--- config.mk ---
export PLATFORM = sky130hd
export DESIGN_NAME = lambdagen_s1
export DESIGN_NICKNAME = d
export VERILOG_FILES = /design/src/rtl/lambdagen_s1.sv
export SDC_FILE = /design/constraint.sdc
export NUM_CORES = 1
export LEC_CHECK = 0
export CORE_ASPECT_RATIO = 0.7
export CORE_MARGIN = 4
export CORE_UTILIZATION = 50
export CTS_CLUSTER_DIAMETER = 80
export DETAILED_ROUTE_END_ITERATION = 8
export DONT_BUFFER_PORTS = 1
export PLACE_DENSITY = 0.7
export RECOVER_POWER = 25
export SYNTH_ARGS = -nofsm -noshare
export SYNTH_HDL_FRONTEND = slang
export SYNTH_SLANG_ARGS = --single-unit
export TNS_END_PERCENT = 100
--- constraint.sdc ---
create_clock -name clk -period 17.7 [get_ports clk]
set_clock_uncertainty 0.05 [all_clocks]
set_input_delay 1.77 -clock clk [delete_from_list [all_inputs] [get_ports clk]]
set_output_delay 1.77 -clock clk [all_outputs]
set_load 0.03 [all_outputs]
--- src/rtl/lambdagen_s1.sv ---
// lambdagen_s1: triangle setup stage 1 -- edge deltas, degenerate-triangle cull,
// input FIFO and a stall-aware output register stage.
module lambdagen_s1 #(
  parameter int ZWIDTH  = 16,
  parameter int XWIDTH  = 9,
  parameter int YWIDTH  = 8,
  parameter int IDWIDTH = 16,
  parameter int DEPTH   = 4,
  parameter int CWIDTH  = 16
) (
  input  logic                      clk,
  input  logic                      rst,
  input  logic                      in_valid,
  output logic                      in_ready,
  input  logic [XWIDTH-1:0]         x1_in,
  input  logic [XWIDTH-1:0]         x2_in,
  input  logic [XWIDTH-1:0]         x3_in,
  input  logic [YWIDTH-1:0]         y1_in,
  input  logic [YWIDTH-1:0]         y2_in,
  input  logic [YWIDTH-1:0]         y3_in,
  input  logic [ZWIDTH-1:0]         z1_in,
  input  logic [ZWIDTH-1:0]         z2_in,
  input  logic [ZWIDTH-1:0]         z3_in,
  input  logic [IDWIDTH-1:0]        tID_in,
  input  logic                      stall,
  output logic                      valid,
  output logic [XWIDTH:0]           dl1x_s1,
  output logic [XWIDTH:0]           dl2x_s1,
  output logic [YWIDTH:0]           dl1y_s1,
  output logic [YWIDTH:0]           dl2y_s1,
  output logic [XWIDTH-1:0]         x1_s1,
  output logic [XWIDTH-1:0]         x2_s1,
  output logic [YWIDTH-1:0]         y1_s1,
  output logic [YWIDTH-1:0]         y2_s1,
  output logic [ZWIDTH-1:0]         z1_s1,
  output logic [ZWIDTH-1:0]         z2_s1,
  output logic [ZWIDTH-1:0]         z3_s1,
  output logic [IDWIDTH-1:0]        tID_s1,
  output logic [CWIDTH-1:0]         cull_count,
  output logic [$clog2(DEPTH):0]    fifo_level
);
  localparam int AW = $clog2(DEPTH);
  logic [AW-1:0] wp, rp;
  logic [XWIDTH:0] d1x, d2x;
  logic [YWIDTH:0] d1y, d2y;
  logic acc, cull, push, pop;
  logic [XWIDTH:0]  m_d1x [DEPTH];
  logic [XWIDTH:0]  m_d2x [DEPTH];
  logic [YWIDTH:0]  m_d1y [DEPTH];
  logic [YWIDTH:0]  m_d2y [DEPTH];
  logic [XWIDTH-1:0] m_x1 [DEPTH];
  logic [XWIDTH-1:0] m_x2 [DEPTH];
  logic [YWIDTH-1:0] m_y1 [DEPTH];
  logic [YWIDTH-1:0] m_y2 [DEPTH];
  logic [ZWIDTH-1:0] m_z1 [DEPTH];
  logic [ZWIDTH-1:0] m_z2 [DEPTH];
  logic [ZWIDTH-1:0] m_z3 [DEPTH];
  logic [IDWIDTH-1:0] m_id [DEPTH];
  // one extra bit on each operand keeps the two's-complement difference exact
  assign d1x = {1'b0, x2_in} - {1'b0, x1_in};
  assign d2x = {1'b0, x3_in} - {1'b0, x2_in};
  assign d1y = {1'b0, y2_in} - {1'b0, y1_in};
  assign d2y = {1'b0, y3_in} - {1'b0, y2_in};
  assign in_ready = fifo_level != (AW+1)'(DEPTH);
  assign acc = in_valid && in_ready;
  assign cull = acc && ((d1x == '0 && d1y == '0) || (d2x == '0 && d2y == '0));
  assign push = acc && !cull;
  assign pop = !stall && fifo_level != '0;
  always_ff @(posedge clk) begin
    if (push) begin
      m_d1x[wp] <= d1x;
      m_d2x[wp] <= d2x;
      m_d1y[wp] <= d1y;
      m_d2y[wp] <= d2y;
      m_x1[wp] <= x1_in;
      m_x2[wp] <= x2_in;
      m_y1[wp] <= y1_in;
      m_y2[wp] <= y2_in;
      m_z1[wp] <= z1_in;
      m_z2[wp] <= z2_in;
      m_z3[wp] <= z3_in;
      m_id[wp] <= tID_in;
    end
  end
  always_ff @(posedge clk) begin
    if (rst) begin
      wp <= '0;
      rp <= '0;
      fifo_level <= '0;
      cull_count <= '0;
    end else begin
      wp <= wp + AW'(push);
      rp <= rp + AW'(pop);
      fifo_level <= fifo_level + (AW+1)'(push) - (AW+1)'(pop);
      if (cull && cull_count != '1) cull_count <= cull_count + CWIDTH'(1);
    end
  end
  always_ff @(posedge clk) begin
    if (rst) begin
      valid <= 1'b0;
      dl1x_s1 <= '0;
      dl2x_s1 <= '0;
      dl1y_s1 <= '0;
      dl2y_s1 <= '0;
      x1_s1 <= '0;
      x2_s1 <= '0;
      y1_s1 <= '0;
      y2_s1 <= '0;
      z1_s1 <= '0;
      z2_s1 <= '0;
      z3_s1 <= '0;
      tID_s1 <= '0;
    end else begin
      valid <= pop;
      if (pop) begin
        dl1x_s1 <= m_d1x[rp];
        dl2x_s1 <= m_d2x[rp];
        dl1y_s1 <= m_d1y[rp];
        dl2y_s1 <= m_d2y[rp];
        x1_s1 <= m_x1[rp];
        x2_s1 <= m_x2[rp];
        y1_s1 <= m_y1[rp];
        y2_s1 <= m_y2[rp];
        z1_s1 <= m_z1[rp];
        z2_s1 <= m_z2[rp];
        z3_s1 <= m_z3[rp];
        tID_s1 <= m_id[rp];
      end
    end
  end
endmodule
==> results by stage, run 1 <==
Outcome:
- The run finished with clean final reports.

Worst hold path:
- The start point of the worst hold path is wp[1].
- In this run the worst hold path is classified as reg -> reg.
- The worst hold path was traced through 2 stages.
- The worst hold endpoint is wp[1].

Route:
- The detailed router placed approximately 15000 vias in this run.
- The detailed-router iteration count before antenna repair is 5.
- The mean number of vias per cell is 5.79.
- The DRC violation count after routing is 0.
- The detailed router's first-iteration violation count is approximately 1300.
- The count of nets left with antenna violations once routing finished came out at 0.
- The routed wirelength normalized by instance count is ~24 um.
- After detailed routing, the total wire length is ~61 mm.

STA:
- The maximum operating frequency is roughly 160 MHz.
- The final number of max-transition violations was 0.
- The normalized max-slew margin is about a third.
- Setup repair after global routing left no endpoint under its margin.
- The number of hold-slack violations in the final timing report came to 0.
- The setup total negative slack is 0 ns.
- The setup violation total in the final timing report is 0.
- The routed design could run at a clock period as short as 6.35 ns.
- The post-route fraction of the period consumed by the critical path is a little over a third.
- The worst-margin pin slew is just over 1 ns.

Finish:
- The area taken by multi-input logic gates is 0.00714 sq mm.
- In the final layout, the share of cells above drive strength 1 is between 15 and 20%.
- The final layout net count is about 1900.
- The register cell area after layout is 0.0195 sq mm.
- The library cells used most frequently in the layout, excluding fill and tap cells, are 544 x sky130_fd_sc_hd__edfxtp_1, 297 x sky130_fd_sc_hd__nand2_1, 169 x sky130_fd_sc_hd__a21oi_1.
- The filler cell count in the final layout is a little over 4000.
- Leaving out fill and tap cells, the most frequent cell in the layout is sky130_fd_sc_hd__edfxtp_1.
- At the end of the flow the core is filled with cells to 56.0%.
- The area added between synthesis and finish is 10.6%.
- The final non-filler cell area is around 0.03 sq mm.

Global routing:
- The first global-routing pass estimated 92.3 mm of wire.
- The number of global-route vias before repair is between 10000 and 15000.
- The number of antenna violations at the first check in global routing is 3.
- The maximum number of pins on one net before global-route repair is approximately 160.
- Global routing consumed, over all layers together, a little over a fifth of the routing resources.
- The total congestion overflow after global routing is 0.

Floorplan:
- The area of the die is 0.0583 sq mm.
- The core region is 0.0537 sq mm.
- Measured along the x axis, the die boundary spans about 290 um.
- The die is slightly above 200 um tall.
- The initial core utilization is 50.7%.
- The number of top-level design ports is 276.
- The count of standard-cell rows is a little over 70.

Place:
- The sum of net half-perimeters after detailed placement is roughly 39 mm.
- Port buffering added 0 buffers.
- The placed instances occupy a cell area of ~0.028 sq mm.
- The placer's final routability congestion estimate is 0.909.

Clock network:
- After clock tree synthesis, the setup repair step added 0 buffers.
- The clock tree buffer depth is 3.
- The CTS root buffer is sky130_fd_sc_hd__clkbuf_16.
- Counting every sink on the clock net gives about 700.
- The clock-pin transition on the worst setup and hold timing paths is approximately 0.06 ns.
- The clock tree synthesis step divided the H-tree into 3 levels.
- After clock tree synthesis, the repair step resized 0 gates.
- Hold repair after CTS inserted 0 buffers.
- The CTS tree is yes.
- The number of clock buffers inserted by TritonCTS is 67.
- Clock latency on the worst-skew pair, taken at its later pin, is ~0.60 ns.

Synth:
- The most instantiated flip-flop cell in the synthesis netlist is sky130_fd_sc_hd__edfxtp_1.
- The synthesized area per cell is 15.8 sq um.
- The mapped netlist covers 0.0272 sq mm.
- Counting every net in the synthesized netlist gives roughly 1900.
- The proportion of synthesized chip area in sequential cells is a little under three quarters.
- The synthesized design contains ~540 enable-type register cells.
- The synthesis warning total is 0.
- The fraction of registers with async set or reset after synthesis is 0%.
- The post-synthesis cell count is about 1700.
- The flip-flop and latch count after synthesis is 704.
- The number of different library cells used by synthesis comes to 63.

Critical path:
- The worst-case register-to-register setup slack is roughly 14 ns.
- STA puts the critical path data arrival time at between 6 and 7 ns.
- The number of cells on the worst reg-to-reg path is 5.
- The worst setup path is captured at a flip-flop.
- For the worst setup path, the data required time is ~18 ns.
- STA classifies the critical path startpoint as a primary input.
- The end of the worst register-to-register path is x1_s1[0].
- The kind of critical path is in -> reg.
- The highest fanout seen on the critical path is 49.
- The startpoint of the worst-slack reg-to-reg timing path is rp[0].

Power:
- In this run the static leakage power is between 9 and 10 nW.
- The power per cell area is roughly 150 mW/mm^2.
- The largest voltage drop on the vdd net is around 0.09 mV.

Flow run:
- The count of max-cap constraint violations is 0.
[sequential cells by signal, summed over array words and instances (netlist names), 16 cells and up]
name        flops
m_d1y          36
m_y2           32
m_x1           36
cull_count     16
m_z3           64
m_d1x          40
m_z2           64
z2_s1          16
m_id           64
tID_s1         16
m_y1           32
m_z1           64
m_x2           36
z1_s1          16
z3_s1          16
m_d2x          40
m_d2y          36
[critical path: stages]
cell and delay, ns:
sky130_fd_sc_hd__inv_1 0.04, sky130_fd_sc_hd__ha_1 0.23, sky130_fd_sc_hd__inv_1 0.07, sky130_fd_sc_hd__fa_1 0.41, sky130_fd_sc_hd__a21o_1 0.23, sky130_fd_sc_hd__a221oi_2 0.33
sky130_fd_sc_hd__xnor2_1 0.33, sky130_fd_sc_hd__nor3_1 0.09, sky130_fd_sc_hd__nand3_1 0.11, sky130_fd_sc_hd__nor4_1 0.05, sky130_fd_sc_hd__a41oi_1 0.71, sky130_fd_sc_hd__nand3_1 0.41
sky130_fd_sc_hd__nor3_2 0.24, sky130_fd_sc_hd__buf_4 0.63, sky130_fd_sc_hd__buf_4 0.72
[metrics by stage]
stage	power [mW]	instances	worst slack, ns	hold WS (ns)
3_5_place_dp	3.16	2388	10.79	0.528
6_report	4.49	2510	11.35	0.543
2_1_floorplan	2.96	1724	3.59	0.470
5_1_grt	4.70	2508	11.08	0.567
3_3_place_gp	3.14	2388	10.90	0.514
4_1_cts	4.55	2508	11.40	0.542
[per-layer routing]
layer  global-route usage [%]  vias up  share of wire, %
met4                     4.52        6               1.8
met3                     7.68       79                10
met1                     30.0     7394                43
met2                     31.5      527                45
li1                         -     6524                 -
met5                        0        -             0.067
[final cells by class]
class	instances	share of cell area, %
flip-flops and latches	704	64.9
multi-input cells	871	23.7
clock buffers	99	6.43
well taps	730	3.03
inverters	64	0.814
clock inverters	21	0.627
repair buffers	19	0.474
diodes	2	0.0166
[cell usage after synthesis (5+ instances only)]
master                     number  area [sq um]
sky130_fd_sc_hd__inv_1         63           236
sky130_fd_sc_hd__clkbuf_1      67           251
sky130_fd_sc_hd__o31ai_1        6          45.0
sky130_fd_sc_hd__a21oi_1      169           846
sky130_fd_sc_hd__nand3_1       18          90.1
sky130_fd_sc_hd__nor2b_1       12          75.1
sky130_fd_sc_hd__xor2_1        10          87.6
sky130_fd_sc_hd__buf_1         16          60.1
sky130_fd_sc_hd__mux4_2       136          3060
sky130_fd_sc_hd__a21o_1         7          52.6
sky130_fd_sc_hd__or4_1          7          52.6
sky130_fd_sc_hd__o21ai_0       12          60.1
sky130_fd_sc_hd__nand4_1        5          31.3
sky130_fd_sc_hd__ha_1          39           488
sky130_fd_sc_hd__or3_1          9          56.3
sky130_fd_sc_hd__o21a_1         5          37.5
sky130_fd_sc_hd__nor3_1        14          70.1
sky130_fd_sc_hd__edfxtp_1     544         16300
sky130_fd_sc_hd__xnor2_1       16           140
sky130_fd_sc_hd__fa_1           5           100
sky130_fd_sc_hd__nand2_1      297          1110
sky130_fd_sc_hd__nand2b_1       6          37.5
sky130_fd_sc_hd__dfxtp_1      160          3200
sky130_fd_sc_hd__nor2_1        37           139
[worst max-delay path by stage]
stage	cells after the start	start	to
6_report	15	x2_in[0]	m_d2x[2][4]
4_1_cts	15	x2_in[0]	m_d2x[2][4]
2_1_floorplan	11	y1_in[2]	m_d1x[0][0]
5_1_grt	15	x2_in[0]	m_d2x[2][4]
3_5_place_dp	13	y1_in[2]	m_y2[2][1]
3_3_place_gp	15	x2_in[0]	m_y2[2][5]
[kinds of logic (layout without fill, tap and decap cells)]
group	Yosys count	count (layout)	share of synthesized area, %
buffers and inverters	149	203	2.09
AOI/OAI and AO/OA	230	230	4.86
muxes	143	143	11.5
adders and majority gates	44	44	2.16
and+or+nand+nor	428	428	6.76
xor gates and xnor gates	26	26	0.836
DFF	704	704	71.8
other	0	2	0
[report_power, final]
part	internal (mW)	switching [mW]
Combinational	0.331	0.433
Sequential	2.04	0.299
Clock	0.792	0.595
Total	3.16	1.33
Power figures use the tool's default switching activity.
==> run 2, diff against run 1 <==
--- a/config.mk
+++ b/config.mk
@@ -11,7 +11,7 @@
 export CTS_CLUSTER_DIAMETER = 80
 export DETAILED_ROUTE_END_ITERATION = 8
 export DONT_BUFFER_PORTS = 1
-export PLACE_DENSITY = 0.7
+export PLACE_DENSITY = 0.73
 export RECOVER_POWER = 25
 export SYNTH_ARGS = -nofsm -noshare
 export SYNTH_HDL_FRONTEND = slang
==> constraint.sdc (replaced) <==
create_clock -name clk -period 5.3 [get_ports clk]
set_clock_uncertainty 0.05 [all_clocks]
set_input_delay 0.53 -clock clk [delete_from_list [all_inputs] [get_ports clk]]
set_output_delay 0.53 -clock clk [all_outputs]
set_load 0.03 [all_outputs]
==> run 2 against run 1 <==
Combinational power grew to 3.6 times the previous value. Register-to-register slack lost 11 ns. Non-clock buffer count grew 110. Routed wire length up 2.5%. Worst hold slack lost 0.47 ns. Largest cell class unchanged. First-iteration DRC count fell by 9.2%. Core utilization rose by 2.8 points.
==> results by stage, run 2 (synthesis gave the netlist of run 1 again) <==
Clock network:
- The clock-pin transition on the worst setup and hold timing paths is 0.06 ns (about the same).
- The CTS tree is yes (unchanged).
- The post-cts repair resize count is 0 (unchanged).
- The post-CTS setup repair buffer count came to 0 (unchanged).
- The number of clock buffers inserted by TritonCTS came to 68 (was 67).
- The number of hold buffers added after CTS is 100 (was 0).
- The insertion delay of the later-clocked pin in the worst-skew pair was 0.58 ns (was 0.60 ns).
- The CTS sink count is 704 (unchanged).
- The H-tree level count came to 3 (unchanged).
- The clock tree buffer depth came to 3 (unchanged).
- The CTS root buffer is sky130_fd_sc_hd__clkbuf_16 (unchanged).

STA:
- Dividing the final minimum period by the clock period gives a little over four fifths.
- The normalized max-slew margin came to 38.5% (was 31.8%).
- Setup repair after global routing missed its margin: no (unchanged).
- Derived from the worst setup path, the maximum achievable clock frequency is about 230 MHz.
- The final number of max-transition violations is 0 (unchanged).
- The worst path in the final design needs a cycle of approximately 4.4 ns, including I/O delays and setup.
- The smallest setup slack after layout is 0.876 ns (was 11.35 ns).
- The number of hold-slack violations in the final timing report is 0 (unchanged).
- The worst-margin pin slew came to 0.923 ns (was 1.02 ns).
- The setup violation total in the final timing report is 0 (unchanged).

Worst hold path:
- The path category of the worst min-delay check is in -> reg (was reg -> reg).
- The number of cells on the worst hold path is 1 (was 2).
- The start point of the worst hold path was rst (was wp[1]).

Global routing:
- The wire length of the first global-routing pass is 95.5 mm (was 92.3 mm).
- The maximum number of pins on one net before global-route repair is 155 (was 163).
- The global routing usage summed across all routing layers is 21.6% (was 21.0%).
- The number of global-route vias before repair came to 15700 (was 14500).
- The total congestion overflow after global routing came to 0 (unchanged).
- The number of antenna violations at the first check in global routing is 1 (was 3).

Finish:
- The area added between synthesis and finish came to 16.1% (was 10.6%).
- The fraction of the core area covered by cells at the end of the flow is 58.8% (was 56.0%).
- The commonest non-fill, non-tap cell in the layout is sky130_fd_sc_hd__edfxtp_1 (unchanged).
- The number of antenna cells inserted was 0 (was 2).
- Commonest cells after routing, fill and taps aside: 544 x sky130_fd_sc_hd__edfxtp_1, 297 x sky130_fd_sc_hd__nand2_1, 169 x sky130_fd_sc_hd__a21oi_1 (unchanged).
- The final layout net count is 2001 (was 1890).
- The ratio of cells with drive above 1 in the final layout is 15.8% (was 15.5%).

Floorplan:
- The chip width is 287 um (unchanged).
- The count of standard-cell rows is 71 (unchanged).
- The number of top-level design ports is 276 (unchanged).
- The core area is 0.0537 sq mm (unchanged).
- The initial core utilization is 50.7% (unchanged).
- The area of the die was 0.0583 sq mm (unchanged).
- The chip height is 203 um (unchanged).

Critical path:
- The worst setup path startpoint is x2_in[0] (unchanged).
- The nature of the critical path startpoint is a primary input (unchanged).
- The arrival time at the worst endpoint is 4.80 ns (was 6.51 ns).
- The count of cells along the worst register-to-register path came to 6 (was 5).
- The startpoint of the worst-slack reg-to-reg timing path is fifo_level[1] (was rp[0]).
- The kind of critical path was in -> reg (unchanged).
- The kind of end point of the critical path is a flip-flop (unchanged).
- The required time reported for the critical path endpoint is 5.68 ns (was 17.86 ns).
- The highest fanout seen on the critical path is 8 (was 49).

Place:
- The setup slack after placement is 0.502 ns (was 10.79 ns).
- The sum of net half-perimeters after detailed placement is 37.5 mm (was 38.8 mm).
- The number of I/O port buffers came to 0 (unchanged).
- The placer's final routability congestion estimate is 0.853 (was 0.909).

Route:
- The routed wirelength normalized by instance count is 24.0 um (was 24.4 um).
- The mean number of vias per cell came to 5.75 (was 5.79).
- The detailed router's first-iteration violation count is 1167 (was 1285).
- The detailed-router iteration count before antenna repair is 6 (was 5).
- The aggregate routed wire length is 62.8 mm (was 61.3 mm).
- The residual antenna-violating net count after detailed routing is 0 (unchanged).
- The DRC violation count after routing is 0 (unchanged).
- The overall via count from detail_route is 15100 (was 14500).

Power:
- The largest voltage drop on the vdd net is 0.404 mV (was 0.0901 mV).
- The power per cell area is 487 mW/mm^2 (was 149 mW/mm^2).
- The static leakage came to 10.4 nW (was 9.80 nW).
- The sum of internal, switching and leakage power was 15.4 mW (was 4.49 mW).

Outcome:
- Status: completed (unchanged).

Flow run:
- The count of max-cap constraint violations came to 0 (unchanged).
[run 2: cell types whose count changed in the layout (fill, tap and decap cells not counted), sizes merged]
cell and delta:
clkinv +2, buf +11, clkinvlp +2, diode -2, bufinv +2, clkbuf -5, dlygate4sd3 +99
[run 2: path summary, 6_finish.rpt]
kind,end,slack [ns]
setup / recovery,fifo_level[2],0.88
hold / removal,cull_count[11],0.07
setup reg to reg,tID_s1[6],2.35
hold reg to reg,dl2x_s1[2],0.56
[run 2: through the flow]
step                cells  area, sq um  hold WS [ns]  setup TNS (ns)
floorplan            1724        27400         0.508         -556.48
global placement     2398        28400         0.542               0
detailed placement   2398        28400         0.546               0
CTS                  2619        31600        0.0316               0
global route         2619        31600        0.0284               0
finish               2619        31600        0.0743               0
[run 2: layout make-up]
cell class | count | area [sq um]
clock buffer | 94 | 1970
clock inverter | 27 | 259
fill | 3983 | 22100
inverter | 64 | 246
multi-input combinational | 871 | 7230
sequential | 704 | 19500
tap | 730 | 913
timing repair buffer | 129 | 1440
[run 2: power breakdown]
group / internal [mW] / switching, mW / total, mW / leakage [nW]
combinational: 1.23 / 1.54 / 2.76 / 3.03
clock: 2.81 / 2.01 / 4.82 / 1.08
sequential: 6.80 / 1.03 / 7.82 / 6.29
[run 2: worst max-delay path, cell delays in order]
cell	delay, ns
sky130_fd_sc_hd__clkinvlp_2	0.09
sky130_fd_sc_hd__ha_1	0.26
sky130_fd_sc_hd__inv_2	0.06
sky130_fd_sc_hd__fa_2	0.37
sky130_fd_sc_hd__a21o_1	0.21
sky130_fd_sc_hd__a221oi_4	0.35
sky130_fd_sc_hd__nor3_1	0.11
sky130_fd_sc_hd__a2111oi_1	0.60
sky130_fd_sc_hd__nand4_1	0.21
sky130_fd_sc_hd__nor4_2	0.34
sky130_fd_sc_hd__a41oi_2	0.16
sky130_fd_sc_hd__nand3_4	0.27
sky130_fd_sc_hd__ha_1	0.26
sky130_fd_sc_hd__inv_1	0.06
sky130_fd_sc_hd__ha_1	0.14
sky130_fd_sc_hd__inv_1	0.05
sky130_fd_sc_hd__fa_1	0.37
sky130_fd_sc_hd__xor2_1	0.16
sky130_fd_sc_hd__xnor2_1	0.15
sky130_fd_sc_hd__nor2_1	0.06
[run 2: per-layer routing]
metal,track usage [%],vias to the layer above,wire (um)
met5,0,-,0
met4,5.71,0,1460
met3,6.04,92,5090
met2,35.4,502,30600
met1,28.9,7707,25600
li1,-,6752,-
==> patch 1, RTL diff (flow settings as in run 2) <==
The parameter `ZWIDTH` goes from 16 to 20.
--- a/src/rtl/lambdagen_s1.sv
+++ b/src/rtl/lambdagen_s1.sv
@@ -1,7 +1,7 @@
 // lambdagen_s1: triangle setup stage 1 -- edge deltas, degenerate-triangle cull,
 // input FIFO and a stall-aware output register stage.
 module lambdagen_s1 #(
-  parameter int ZWIDTH  = 16,
+  parameter int ZWIDTH  = 20,
   parameter int XWIDTH  = 9,
   parameter int YWIDTH  = 8,
   parameter int IDWIDTH = 16,
Interface: changed (6 resized); port bits go from 276 to 300. No check against the original RTL was run, so the function may have changed too.
==> patch 1 against run 2 <==
  * Utilization barely moved
  * Highest routed layer unchanged
  * Count of clock-buffer cells in the layout rose by 3
  * Design area rose by 8.5%
  * Sequential cell count rose by 60
  * Critical endpoint is now m_z3[2][13]
  * Critical path type unchanged
  * Setup slack improved by 0.38 ns
  * Fmax rose by 9.3%
  * Wire length rose by 7.6%
  * Critical path depth fell by 8
  * Cell count rose by 6.6%
  * Power rose by 8.9%
  * Area after synthesis rose by 8.2%
==> patch 1: results <==
metrics = {
    "grt": {
        "grt.met1_usage_pct": 29.41,
        "track_usage_pct": 21.60,
        "globalRouteMet2Util_pct": 34.92,
        "antenna_found_initial": 6,
        "grt_max_degree": 112,
        "grt_pass1_vias": 16673,
        "grt_pass1_wl_mm": 102.6,
        "gr-usage-met3_pct": 6.329,
    },
    "setup_path": {
        "r2r_cells": 11,
        "arrival_ns": 4.26,
        "crit_fanout": 54,
        "crit_start": "y3_in[0]",
        "rrSetupSlack_ns": 2.06,
        "r2r_end": "fifo_level[2]",
        "crit_path_end": "m_z3[2][13]",
    },
    "timing": {
        "whs_ns": 0.05107,
        "fmax_mhz": 247.2,
        "tightest_slew_ns": 1.048,
    },
    "detailed_routing": {
        "avgViaCountPerCell": 5.809,
        "first_pass_iters": 5,
        "wl_met2_mm": 32.62,
        "drt_iter0_drc": 1318,
        "routed_wl_mm": 67.58,
        "vias": 16224,
        "route.met3.wl_mm": 5.756,
        "m1WireLength_mm": 27.95,
    },
    "synthesis": {
        "yosys.cell_types.count": 64,
        "ys_top_cells_by_count": "592 x edfxtp_1, 317 x nand2_1, 179 x a21oi_1",
        "synth_fp_nets": 2023,
        "synth.yosys.seq_area_share_pct": 72.03,
        "synth_edf_count": 592,
        "synth.area.top_cells": "edfxtp_1 60%, dfxtp_1 12%, mux4_2 11%",
        "syn_inst": 1848,
    },
    "place": {
        "gp_congestion": 0.8458,
        "place_hpwl_mm": 40.50,
        "dpl-instance-area_sq_um": 30590,
        "placed_cells": 2542,
        "pre_cts_ws_ns": 0.6455,
    },
    "worst_hold_path": {
        "min_to": "cull_count[13]",
        "hold_depth": 2,
    },
    "clocking": {
        "insertion_delay_ns": 0.61,
        "numCtsBuffers": 71,
        "clockBufferDepth": 3,
    },
    "status": {
        "status": "completed",
    },
    "pwr": {
        "power.leakage_nw": 11.32,
        "switching_share_pct": 29.13,
        "peakVddDrop_v": 0.0002602,
    },
    "layout": {
        "drive_gt1_share_pct": 15.78,
    },
}
[patch 1: cell types whose count changed after synthesis, moves of 5 or more]
cell,run 2,this run
nand2_1,297,317
nor2b_1,12,18
or4_1,7,12
mux4_2,136,148
edfxtp_1,544,592
nor3b_1,0,5
xnor2_1,16,8
dfxtp_1,160,172
nor3_1,14,9
buf_1,16,22
a21oi_1,169,179
[patch 1: logic make-up after synthesis]
kind of cell | Yosys count | synth area share, %
buffers and inverters | 156 | 2.026
DFF | 764 | 72.03
xor gates and xnor gates | 16 | 0.4757
AOI/OAI and AO/OA | 249 | 4.876
adders and majority gates | 44 | 1.996
muxes | 158 | 11.68
and+or+nand+nor | 461 | 6.914
[patch 1: critical path, cell delays in order]
cell       delay [ns]
inv_1            0.03
ha_1             0.21
fa_1             0.40
nand2b_1         0.20
a21oi_1          0.22
xor2_1           0.51
a2111o_1         0.19
nor3_2           0.06
a2bb2oi_4        0.68
nand2_8          0.12
nor3b_4          0.61
buf_12           0.41
[patch 1: cell type report]
class | instances | area, sq um
Antenna cell | 5 | 12.51
Clock buffer | 97 | 2072
Inverter | 61 | 239.0
Timing Repair Buffer | 143 | 1617
Tap cell | 760 | 950.9
Sequential cell | 764 | 21230
Multi-Input combinational cell | 928 | 7745
Fill cell | 4368 | 24050
Clock inverter | 35 | 415.4
[patch 1: power by group through the flow]
stage	logic, mW	clock network [mW]	registers [mW]
finish	3.00	5.37	8.42
global route	3.30	5.76	8.50
CTS	3.07	5.50	8.45
detailed placement	2.92	0	8.58
global placement	2.86	0	8.53
floorplan	2.22	0	8.37
[patch 1: timing repair]
item | CTS | global route
hold buffers | 114 | 0
setup endpoints to repair | 0 | 0
endpoints found under the hold margin | 551 | 0
==> patch 2, RTL diff (config.mk and constraints of run 2) <==
Made on the original files. Register the output `cull_count` once more, cleared by the reset; this adds one clock of latency there. The other outputs are not delayed to match.
--- a/src/rtl/lambdagen_s1.sv
+++ b/src/rtl/lambdagen_s1.sv
@@ -40,6 +40,8 @@
   output logic [$clog2(DEPTH):0]    fifo_level
 );
   localparam int AW = $clog2(DEPTH);
+
+  logic [CWIDTH-1:0] cull_count_s0;
   logic [AW-1:0] wp, rp;
   logic [XWIDTH:0] d1x, d2x;
   logic [YWIDTH:0] d1y, d2y;
@@ -87,12 +89,12 @@
       wp <= '0;
       rp <= '0;
       fifo_level <= '0;
-      cull_count <= '0;
+      cull_count_s0 <= '0;
     end else begin
       wp <= wp + AW'(push);
       rp <= rp + AW'(pop);
       fifo_level <= fifo_level + (AW+1)'(push) - (AW+1)'(pop);
-      if (cull && cull_count != '1) cull_count <= cull_count + CWIDTH'(1);
+      if (cull && cull_count_s0 != '1) cull_count_s0 <= cull_count_s0 + CWIDTH'(1);
     end
   end
   always_ff @(posedge clk) begin
@@ -128,4 +130,12 @@
       end
     end
   end
+  always_ff @(posedge clk) begin
+    if (rst) begin
+      cull_count <= '0;
+    end else begin
+      cull_count <= cull_count_s0;
+    end
+  end
+
 endmodule
Behaviour: not the same (Yosys sat finds a counterexample within 4 cycles, from zero or initial values and one cycle with rst high).
==> patch 2 against run 2 <==
  * Global-route usage shrank 0.41 points
  * Setup slack improved by 0.19 ns
  * Count of clock-buffer cells in the layout shrank 5
  * Design area is 0.21% higher
  * Sequential share of layout area up 0.88 points
  * Wire length is 1.4% lower
  * Sequential cell count rose by 16
  * Combinational power shrank 4%
  * Hold slack better by 0.027 ns
  * The flow now finishes with violations (capacitance limit, slew limit)
  * Area after synthesis is 1.3% higher
  * Via count decreased by 0.43%
  * Power fell by 0.48%
  * Register-to-register slack lost 0.68 ns
  * Critical path type unchanged
==> patch 2: results <==
metrics = {
    "clocking": {
        "cts.repair.resized": 0,
        "cts-root-buf": "clkbuf_16",
        "ctsHoldBuffers": 100,
        "clk_pin_slew_worst_paths_ns": 0.06,
        "htreeDepth": 3,
        "clockBufferDepth": 3,
        "insertion_delay_ns": 0.60,
        "post-cts-setup-buffers": 0,
        "numCtsBuffers": 68,
    },
    "layout": {
        "drive_gt1_share_pct": 15.39,
        "nets": 1986,
        "fillers": 3980,
    },
    "synthesis": {
        "ys_top_cells_by_count": "544 x edfxtp_1, 284 x nand2_1, 176 x dfxtp_1",
        "avgSynthCellArea_sq_um": 16.03,
        "synth-async-reset-ratio_pct": 0,
        "synth_ff_type": "edfxtp_1",
        "synth_edf_count": 544,
        "synth_fp_nets": 1884,
        "yosys.cell_types.count": 60,
        "synth.area.top_cells": "edfxtp_1 59%, dfxtp_1 13%, mux4_2 11%",
        "synth.yosys.seq_area_share_pct": 72.00,
        "yosysWarningCount": 0,
    },
    "worst_hold_path": {
        "hp-class": "input pin to flop",
    },
    "timing": {
        "relSlewSlack_pct": -150.0,
        "report.final.slew_viol_count": 154,
        "whs_ns": 0.1009,
    },
    "place": {
        "place_hpwl_mm": 36.86,
        "placement.io_buffers": 0,
        "gp_congestion": 0.8613,
        "placed_cells": 2383,
    },
    "setup_path": {
        "slowest_delay_ns": 0.70,
        "crit_fanout": 17,
        "slowest_stage": "a22oi_4",
        "rrSetupSlack_ns": 1.67,
    },
    "grt": {
        "antenna_found_initial": 2,
        "grt_pass1_wl_mm": 94.23,
        "track_usage_pct": 21.20,
        "grt_max_degree": 154,
        "grt-ovfl-total": 0,
    },
    "status": {
        "status": "complete, but fails checks",
        "violations": "capacitance limit, slew limit",
    },
    "pwr": {
        "power.switching_mw": 4.570,
        "power.leakage_nw": 10.51,
        "peakVddDrop_v": 0.0002920,
    },
    "detailed_routing": {
        "drt_iter0_drc": 1332,
        "vias": 14989,
        "first_pass_iters": 5,
        "wl_per_cell_um": 23.75,
        "avgViaCountPerCell": 5.745,
    },
    "job": {
        "max-cap-violations": 1,
    },
}
[patch 2: metal layers]
metal	up-vias	track usage (%)	part of all wire, %
met4	4	3.966	1.5
met5	-	0	0.065
met2	527	33.31	48
met1	7684	29.75	42
met3	77	6.730	8.8
li1	6697	-	-
[patch 2: layout make-up]
class                           instances  share of cell area [%]
Clock buffer                           89                   5.748
Clock inverter                         36                   1.130
Tap cell                              730                   2.884
Multi-Input combinational cell        859                   22.92
Antenna cell                            1                0.007901
Sequential cell                       720                   62.72
Inverter                               54                  0.6518
Timing Repair Buffer                  120                   3.935
[patch 2: cells by family (layout without fill, tap and decap cells)]
kind of cell	after synthesis	count (layout)	synth area share (%)
compound gates	215	215	4.568
xor+xnor	21	21	0.6669
fa+ha+maj	44	44	2.132
buf+inv	142	299	1.964
flops	720	720	72.00
mux	153	153	11.80
other cells	0	1	0
simple gates	426	426	6.868
[patch 2: through the flow]
step                      total power, mW  worst slack (ns)  instance area [sq um]  setup TNS (ns)
after global routing                16.06            0.8046                  31670               0
final                               15.33             1.067                  31670               0
after global placement              10.59            0.7446                  28520               0
after CTS                           15.53             1.226                  31720               0
after detailed placement            10.67            0.6190                  28520               0
after floorplan                     9.893            -1.292                  27690         -480.09
[patch 2: critical path, delay by kind of cell]
kind            cells  cell delay [ns]
compound gates      2             0.92
xor+xnor            3             0.74
fa+ha+maj           5             1.41
simple gates        5             0.72
buf+inv             3             0.17
[patch 2: power groups by stage]
stage / Combinational [mW] / Sequential [mW] / Clock, mW
after floorplan: 2.06 / 7.84 / 0
after CTS: 2.71 / 7.97 / 4.85
final: 2.66 / 7.95 / 4.73
after global routing: 2.92 / 8.03 / 5.11
after detailed placement: 2.58 / 8.10 / 0
after global placement: 2.54 / 8.06 / 0
[patch 2: final timing paths]
check | startpoint | to | cells after the start
max | y2_in[0] | fifo_level[2] | 18
min | rst | cull_count_s0[5] | 2
max reg2reg | fifo_level[1] | fifo_level[2] | 11
min reg2reg | cull_count_s0[5] | cull_count[5] | 2
